--- config.mk ---
export PLATFORM = sky130hd
export DESIGN_NAME = local_average_frame_ctrl
export DESIGN_NICKNAME = d
export VERILOG_FILES = /design/src/rtl/local_average_frame_ctrl.sv
export SDC_FILE = /design/constraint.sdc
export NUM_CORES = 1
export LEC_CHECK = 0
export CAP_MARGIN = 10
export CORE_UTILIZATION = 40
export CTS_BUF_LIST = sky130_fd_sc_hd__clkbuf_16
export CTS_CLUSTER_DIAMETER = 100
export DETAILED_ROUTE_END_ITERATION = 10
export GPL_ROUTABILITY_DRIVEN = 0
export PLACE_DENSITY = 0.73
export SKIP_LAST_GASP = 1
export SYNTH_ARGS = -nofsm -noshare
export SYNTH_HDL_FRONTEND = slang
export SYNTH_SLANG_ARGS = --single-unit
--- constraint.sdc ---
create_clock -name clk -period 5.6 [get_ports clk]
set_input_delay 1.12 -clock clk [delete_from_list [all_inputs] [get_ports clk]]
set_output_delay 1.12 -clock clk [all_outputs]
set_load 0.01 [all_outputs]
--- src/rtl/local_average_frame_ctrl.sv ---
// Frame sequencer ahead of the local-average/pad chain: locks on SOF,
// forwards one frame, injects flush zeros, then clears the pad FIFO.
//
// Ports:
//   clk, reset          clock and synchronous active-high reset
//   pixel_in[8:0]       bit 8 = start-of-frame, bits 7:0 = gray value
//   pixel_in_valid      pixel_in qualifier
//   pixel_in_ready      accept indication (combinational)
//   pixel_out[8:0]      pixel to averager/pad block (registered)
//   pixel_out_valid     pixel_out qualifier
//   pad_sclr            one-cycle synchronous clear to the pad FIFO
//   col_count           column of the current pixel_out
//   line_count          line of the current pixel_out
//   frame_done          one-cycle pulse when a frame completes
//   sof_error           one-cycle pulse on a mid-frame SOF marker
module local_average_frame_ctrl #(
  parameter  int radius      = 8,
  parameter  int frame_width = 768,
  parameter  int frame_lines = 480,
  localparam int cw = (frame_width > 1) ? $clog2(frame_width) : 1,
  localparam int lw = (frame_lines > 1) ? $clog2(frame_lines) : 1
) (
  input  logic          clk,
  input  logic          reset,
  input  logic [8:0]    pixel_in,
  input  logic          pixel_in_valid,
  output logic          pixel_in_ready,
  output logic [8:0]    pixel_out,
  output logic          pixel_out_valid,
  output logic          pad_sclr,
  output logic [cw-1:0] col_count,
  output logic [lw-1:0] line_count,
  output logic          frame_done,
  output logic          sof_error
);

  localparam int total = frame_width * frame_lines;
  localparam int pw    = $clog2(total + 1);
  localparam int fw    = (radius > 1) ? $clog2(radius) : 1;

  typedef enum logic [1:0] {
    IDLE,
    STREAM,
    FLUSH,
    CLEAR
  } state_t;

  state_t        state;
  logic [pw-1:0] pix_cnt;
  logic [fw-1:0] flush_cnt;
  logic          accept;
  logic          marker;

  assign marker = pixel_in_valid && pixel_in[8];
  assign accept = pixel_in_valid && pixel_in_ready;

  // A marker seen mid-frame is refused so it can restart the next frame.
  always_comb begin
    pixel_in_ready = 1'b0;
    unique case (state)
      IDLE:    pixel_in_ready = 1'b1;
      STREAM:  pixel_in_ready = !marker;
      default: pixel_in_ready = 1'b0;
    endcase
  end

  always_ff @(posedge clk) begin
    if (reset) begin
      state           <= IDLE;
      pix_cnt         <= '0;
      flush_cnt       <= '0;
      pixel_out       <= '0;
      pixel_out_valid <= 1'b0;
      pad_sclr        <= 1'b0;
      frame_done      <= 1'b0;
      sof_error       <= 1'b0;
      col_count       <= '0;
      line_count      <= '0;
    end else begin
      pixel_out_valid <= 1'b0;
      pad_sclr        <= 1'b0;
      frame_done      <= 1'b0;
      sof_error       <= 1'b0;
      unique case (state)
        IDLE: begin
          if (accept && pixel_in[8]) begin
            pixel_out       <= pixel_in;
            pixel_out_valid <= 1'b1;
            col_count       <= '0;
            line_count      <= '0;
            pix_cnt         <= pw'(1);
            flush_cnt       <= '0;
            state           <= (total == 1) ? FLUSH : STREAM;
          end
        end
        STREAM: begin
          if (marker) begin
            sof_error <= 1'b1;
            flush_cnt <= '0;
            state     <= FLUSH;
          end else if (accept) begin
            pixel_out       <= pixel_in;
            pixel_out_valid <= 1'b1;
            pix_cnt         <= pix_cnt + pw'(1);
            if (col_count == cw'(frame_width - 1)) begin
              col_count  <= '0;
              line_count <= line_count + lw'(1);
            end else begin
              col_count <= col_count + cw'(1);
            end
            if (pix_cnt == pw'(total - 1))
              state <= FLUSH;
          end
        end
        FLUSH: begin
          // Flush positions keep counting freely past the frame edge.
          pixel_out       <= '0;
          pixel_out_valid <= 1'b1;
          col_count       <= col_count + cw'(1);
          if (col_count == '1)
            line_count <= line_count + lw'(1);
          flush_cnt <= flush_cnt + fw'(1);
          if (flush_cnt == fw'(radius - 1))
            state <= CLEAR;
        end
        CLEAR: begin
          pad_sclr   <= 1'b1;
          frame_done <= 1'b1;
          col_count  <= '0;
          line_count <= '0;
          state      <= IDLE;
        end
        default: state <= IDLE;
      endcase
    end
  end

endmodule

==> impl_metrics.tcl, run 1 <==
set metrics [dict create \
    status "completed" \
    met2_usage_pct 29.71 \
    maxCapViolations 0 \
    end_kind "output pin" \
    start_util_pct 42.07 \
    worstSkewPairLatency_ps 290 \
    cts_max_level 2 \
    arrival_ps 2710 \
    clockPowerShare_pct 25.2 \
    grt_pass1_wl_mm 10.72 \
    fillerInstances 660 \
    grt.overflow.total 0 \
    yosysSeqAreaShare_pct 37.90 \
    synth.distinct_cells 60 \
    place_ws_ps 1792 \
    finalNonFillerCells 486 \
    max_slew_margin_pct 33.83 \
    finalSetupViolations 0 \
    nets 412 \
    final_common_cell "dfxtp_1" \
    syn_inst 358 \
    setup_tns_ps 0 \
    cts-hold-fix-buffers 0 \
    setup.worst_path.start_class "input port" \
    dp.cells 479 \
    powerDensity_nw_per_um2 390.2 \
    numCtsBuffers 5 \
    postLayoutCoreUtil_pct 51.39 \
    io_buffers 44 \
    grt_usage_pct 17.53 \
    ctsResizeCount 0 \
    die_x_um 87.23 \
    max-vdd-ir-drop_mv 0.1701 \
    power_mw 1.385 \
    yosysWarnings 0 \
    hold_ws_ps 451.9 \
    routedWlPerCell_um 13.50 \
    fin_ws_ps 1770 \
    cts_num_sinks 55 \
    syn_nets 380 \
    hold_class "reg -> reg" \
    final_hold_viol_count 0 \
    n_antenna_cell 0 \
    use_met1_pct 22.59 \
    clk_pin_slew_worst_paths_ps 70 \
    grt_pass1_vias 2374 \
    syn_avg_cell_area_um2 8.115 \
    hold_depth 2 \
    dp.final_hpwl_mm 4.496 \
    final_cell_mix "dfxtp_1, clkdlybuf4s50_1, nand2_1, a21oi_1, nor2_1" \
    grt_start_max_net_pins 52 \
    pwr-share-comb_pct 41.3 \
    crit_type "in -> out" \
    synthToLayoutAreaGrowth_pct 22.18 \
    slew_violations 0 \
    r2r_cells 7 \
    p_int_uw 865.5 \
    fp.dieH_um 87.23 \
    cellLeakagePower_nw 1.154 \
    power.switching_uw 519.8 \
    cts_root_buffer "clkbuf_16" \
    met3_usage_pct 3.507 \
    first_iter_violations 125 \
    synth-edff-count 0 \
    fmax_mhz 261.1 \
    grt_antenna_before_repair 0 \
    post_dp_cell_area_um2 3387 \
    synth_ff_type "dfxtp_1" \
    vias 2684 \
    synthArstFlopShare_pct 0 \
    core_um2 6907 \
    ant_nets 0 \
    skew_ps 5.685 \
    die_area_um2 7608 \
    io_pins 45 \
    first_pass_iters 4 \
    worstPathRequired_ps 4480 \
    wirelength_mm 6.559 \
    p_sw_share_pct 37.52 \
    worst_pin_slew_ps 986.0 \
    cp_max_fo 8 \
    fin_crit_ps 3830 \
    rsz0062_at_grt "false" \
    netlist_area_um2 2905 \
    rows 30 \
    timing.final.crit_share_pct 68.40 \
    ys_seq_elements 55 \
    cts_tree "built" \
    cts_setup_buffers 0 \
    via_per_inst 5.523 \
    drc 0 \
    drive_gt1_share_pct 5.897 \
    grt.busiest_layer "met2" \
    cts_buffer_depth 2 \
    power_frac_seq_pct 33.6 \
    fin_area_um2 3550 \
]
==> area by class of cell <==
cell class	instances	area (µm²)	area share, %
repair buffers	45	447.9	12.62
flip-flops and latches	55	1101	31.02
clock inverters	2	37.54	1.057
well taps	96	120.1	3.384
inverters	5	18.77	0.5287
multi-input cells	278	1699	47.87
clock buffers	5	125.1	3.525
==> worst paths after layout <==
kind	start	end	slack (ps)
min	pixel_out[1]$_SDFFE_PP0P_	pixel_out[1]$_SDFFE_PP0P_	450
min reg2reg	pixel_out[1]$_SDFFE_PP0P_	pixel_out[1]$_SDFFE_PP0P_	450
max reg2reg	state[1]$_SDFFE_PP0P_	pix_cnt[17]$_SDFFE_PP0P_	2440
max	pixel_in[8]	pixel_in_ready	1770
==> synthesized netlist by cell type, types with 5 or more instances <==
| library cell | count | area [µm²] |
|---|---|---|
| nor3_1 | 13 | 65.06 |
| inv_1 | 5 | 18.77 |
| o21ai_0 | 10 | 50.05 |
| nand2_1 | 43 | 161.4 |
| ha_1 | 10 | 125.1 |
| nor2_1 | 29 | 108.9 |
| xor2_1 | 5 | 43.79 |
| dfxtp_1 | 55 | 1101 |
| nand2b_1 | 12 | 75.07 |
| a31oi_1 | 5 | 31.28 |
| nand3b_1 | 15 | 112.6 |
| clkbuf_1 | 12 | 45.04 |
| a21oi_1 | 40 | 200.2 |
| a311oi_1 | 6 | 52.55 |
| nand3_1 | 18 | 90.09 |
| buf_2 | 5 | 25.02 |
==> worst max-delay path, cell delays in order <==
cell	delay, ps
clkdlybuf4s50_1	610
nand2_1	200
a31o_2	300
clkdlybuf4s50_1	480
==> cells by family after synthesis <==
logic type / count (synthesis) / synth area share, %
buffers and inverters: 25 / 3.617
and+or+nand+nor: 172 / 32.08
AOI/OAI and AO/OA: 88 / 19.68
xor gates and xnor gates: 8 / 2.412
adders and majority gates: 10 / 4.307
DFF: 55 / 37.90
==> metal layers <==
metal  up-vias  share of wire (%)
met5         -                  0
met4         0               0.88
met3         5                3.3
met2        49                 47
met1      1271                 48
li1       1359                  -
==> flip-flops by register name, summed over array words and instances (netlist names) <==
signal	flops
line_count	9
sof_error	1
pixel_out_valid	1
pix_cnt	19
frame_done	1
col_count	10
flush_cnt	3
pixel_out	9
state	2
==> power groups by stage <==
stage	Combinational, mW	Clock, mW	Sequential [mW]
after global placement	0.559	0	0.472
after detailed placement	0.569	0	0.474
after floorplan	0.387	0	0.485
after global routing	0.634	0.368	0.470
final	0.572	0.349	0.465
after CTS	0.573	0.355	0.465
Power figures use the tool's default switching activity.
==> inputs of run 2 (changes only) <==
--- a/config.mk
+++ b/config.mk
@@ -11,7 +11,7 @@
 export CTS_CLUSTER_DIAMETER = 100
 export DETAILED_ROUTE_END_ITERATION = 10
 export GPL_ROUTABILITY_DRIVEN = 0
-export PLACE_DENSITY = 0.73
+export PLACE_DENSITY = 0.76
 export SKIP_LAST_GASP = 1
 export SYNTH_ARGS = -nofsm -noshare
 export SYNTH_HDL_FRONTEND = slang
==> constraint.sdc (replaced) <==
create_clock -name clk -period 3.22 [get_ports clk]
set_input_delay 0.644 -clock clk [delete_from_list [all_inputs] [get_ports clk]]
set_output_delay 0.644 -clock clk [all_outputs]
set_load 0.01 [all_outputs]
==> run 2 against run 1 <==
Clock-buffer cell count unchanged. Wire length is the same. Critical path type unchanged. Sequential share of layout area down 0.076 points. Largest cell class unchanged. Highest routed layer unchanged.
==> impl_metrics.tcl, run 2 (same netlist as run 1, synthesis figures left out) <==
set metrics [dict create \
    worstSkewPairLatency_ps 290 \
    cts_buffer_depth 2 \
    fmax_mhz 346.7 \
    drc 0 \
    crit_path_frequent_cell "clkdlybuf4s50_1" \
    fin_ws_ps 335.5 \
    cts_setup_buffers 0 \
    grt_start_max_net_pins 28 \
    end_kind "output pin" \
    cts_root_buffer "clkbuf_16" \
    wirelength_mm 6.559 \
    worstPathCellList "clkdlybuf4s50_1 -> nand2_1 -> a31o_2 -> clkdlybuf4s50_1" \
    pwr-share-comb_pct 43.3 \
    rows 30 \
    grt_usage_pct 18.18 \
    hold_depth 2 \
    slowest_stage "clkdlybuf4s50_1" \
    clockPowerShare_pct 22.4 \
    final_cell_mix "dfxtp_1, clkdlybuf4s50_1, nand2_1, a21oi_1, nor2_1" \
    routedWlPerCell_um 13.36 \
    cts_max_level 2 \
    ctsResizeCount 0 \
    worst_pin_slew_ps 554.3 \
    core_um2 6907 \
    max_slew_margin_pct 62.93 \
    fin_crit_ps 2885 \
    hold_ws_ps 449.4 \
    cts_num_sinks 55 \
    first_iter_violations 121 \
    grt_pass1_vias 2391 \
    power.switching_uw 899.3 \
    r2r_cells 9 \
    final_hold_viol_count 0 \
    power_frac_seq_pct 34.3 \
    n_antenna_cell 0 \
    io_pins 45 \
    rr_startpoint "state[1]$_SDFFE_PP0P_" \
    grt_antenna_before_repair 0 \
    cp.depth 4 \
    cellLeakagePower_nw 1.169 \
    io_buffers 44 \
    cpPeakStageDelay_ps 610 \
    p_sw_share_pct 38.27 \
    slew_violations 0 \
    die_area_um2 7608 \
    nets 416 \
    place_ws_ps 366.7 \
    reg_top3 "pix_cnt: 19 flops, col_count: 10 flops" \
    cp_max_fo 8 \
    via_per_inst 5.477 \
    rsz0062_at_grt "false" \
    clk_pin_slew_worst_paths_ps 70 \
    grt_pass1_wl_mm 11.06 \
    powerDensity_nw_per_um2 660.4 \
    arrival_ps 2240 \
    setup_tns_ps 0 \
    start_util_pct 42.07 \
    first_pass_iters 4 \
    crit_type "in -> out" \
    hold_class "reg -> reg" \
    setup.worst_path.start_class "input port" \
    die_x_um 87.23 \
    hold_start "pixel_out[7]$_SDFFE_PP0P_" \
    drive_gt1_share_pct 6.835 \
    timing.final.crit_share_pct 89.58 \
    top_register "pix_cnt" \
    cp_num_buf_inv 2 \
    maxCapViolations 0 \
    p_int_mw 1.451 \
    cts_tree "built" \
    finalSetupViolations 0 \
    critical-path-top-delay-family "buffers and inverters" \
    status "completed" \
    synthToLayoutAreaGrowth_pct 22.48 \
    largest_reg_flops 19 \
    skew_ps 7.594 \
    worstPathRequired_ps 2580 \
    postLayoutCoreUtil_pct 51.52 \
    cts-hold-fix-buffers 0 \
    vias 2689 \
    final_common_cell "dfxtp_1" \
    numCtsBuffers 5 \
    dp.final_hpwl_mm 4.714 \
    cp-startpoint "pixel_in[8]" \
    fp.dieH_um 87.23 \
    grt.overflow.total 0 \
    max-vdd-ir-drop_mv 0.2451 \
    ant_nets 0 \
]
## run 2: cell types whose count changed in the layout (fill, tap and decap cells not counted), sizes merged
cell    change
inv         +1
bufinv      -1
clkinv      +1
buf         +4
## run 2: worst paths after layout
kind	to	slack, ps
max	pixel_in_ready	340
min reg2reg	pixel_out[7]$_SDFFE_PP0P_	450
min	pixel_out[7]$_SDFFE_PP0P_	450
max reg2reg	pix_cnt[17]$_SDFFE_PP0P_	720
## run 2: area by class of cell
class | instances | area, µm²
Timing Repair Buffer | 49 | 478.0
Inverter | 5 | 18.77
Fill cell | 665 | 3348
Multi-Input combinational cell | 278 | 1699
Clock inverter | 3 | 16.27
Clock buffer | 5 | 125.1
Tap cell | 96 | 120.1
Sequential cell | 55 | 1101
## run 2: power groups by stage
stage               Combinational [mW]  Sequential [mW]  Clock, mW
floorplan                        0.672            0.844          0
global placement                 0.994            0.822          0
detailed placement                1.01            0.823          0
CTS                               1.02            0.807      0.543
global route                      1.14            0.816      0.565
finish                            1.02            0.807      0.526
## run 2: layer usage
layer | up-vias | track usage, % | part of all wire [%]
met5 | - | 0 | 0
met4 | 0 | 4.173 | 0.78
met3 | 5 | 3.791 | 3.7
met2 | 57 | 31.93 | 50
met1 | 1267 | 22.84 | 46
li1 | 1360 | - | -
## run 2: tightest hold or removal path, cell delays in order (launching register included)
cell	delay, ps
dfxtp_1	310
nand2_1	50
a21oi_1	50
## run 2: through the flow
step,cell area [µm²],cells,power [mW]
finish,3558,491,2.350
global placement,3417,483,1.815
CTS,3558,491,2.373
detailed placement,3417,483,1.837
global route,3558,491,2.517
floorplan,2905,358,1.516
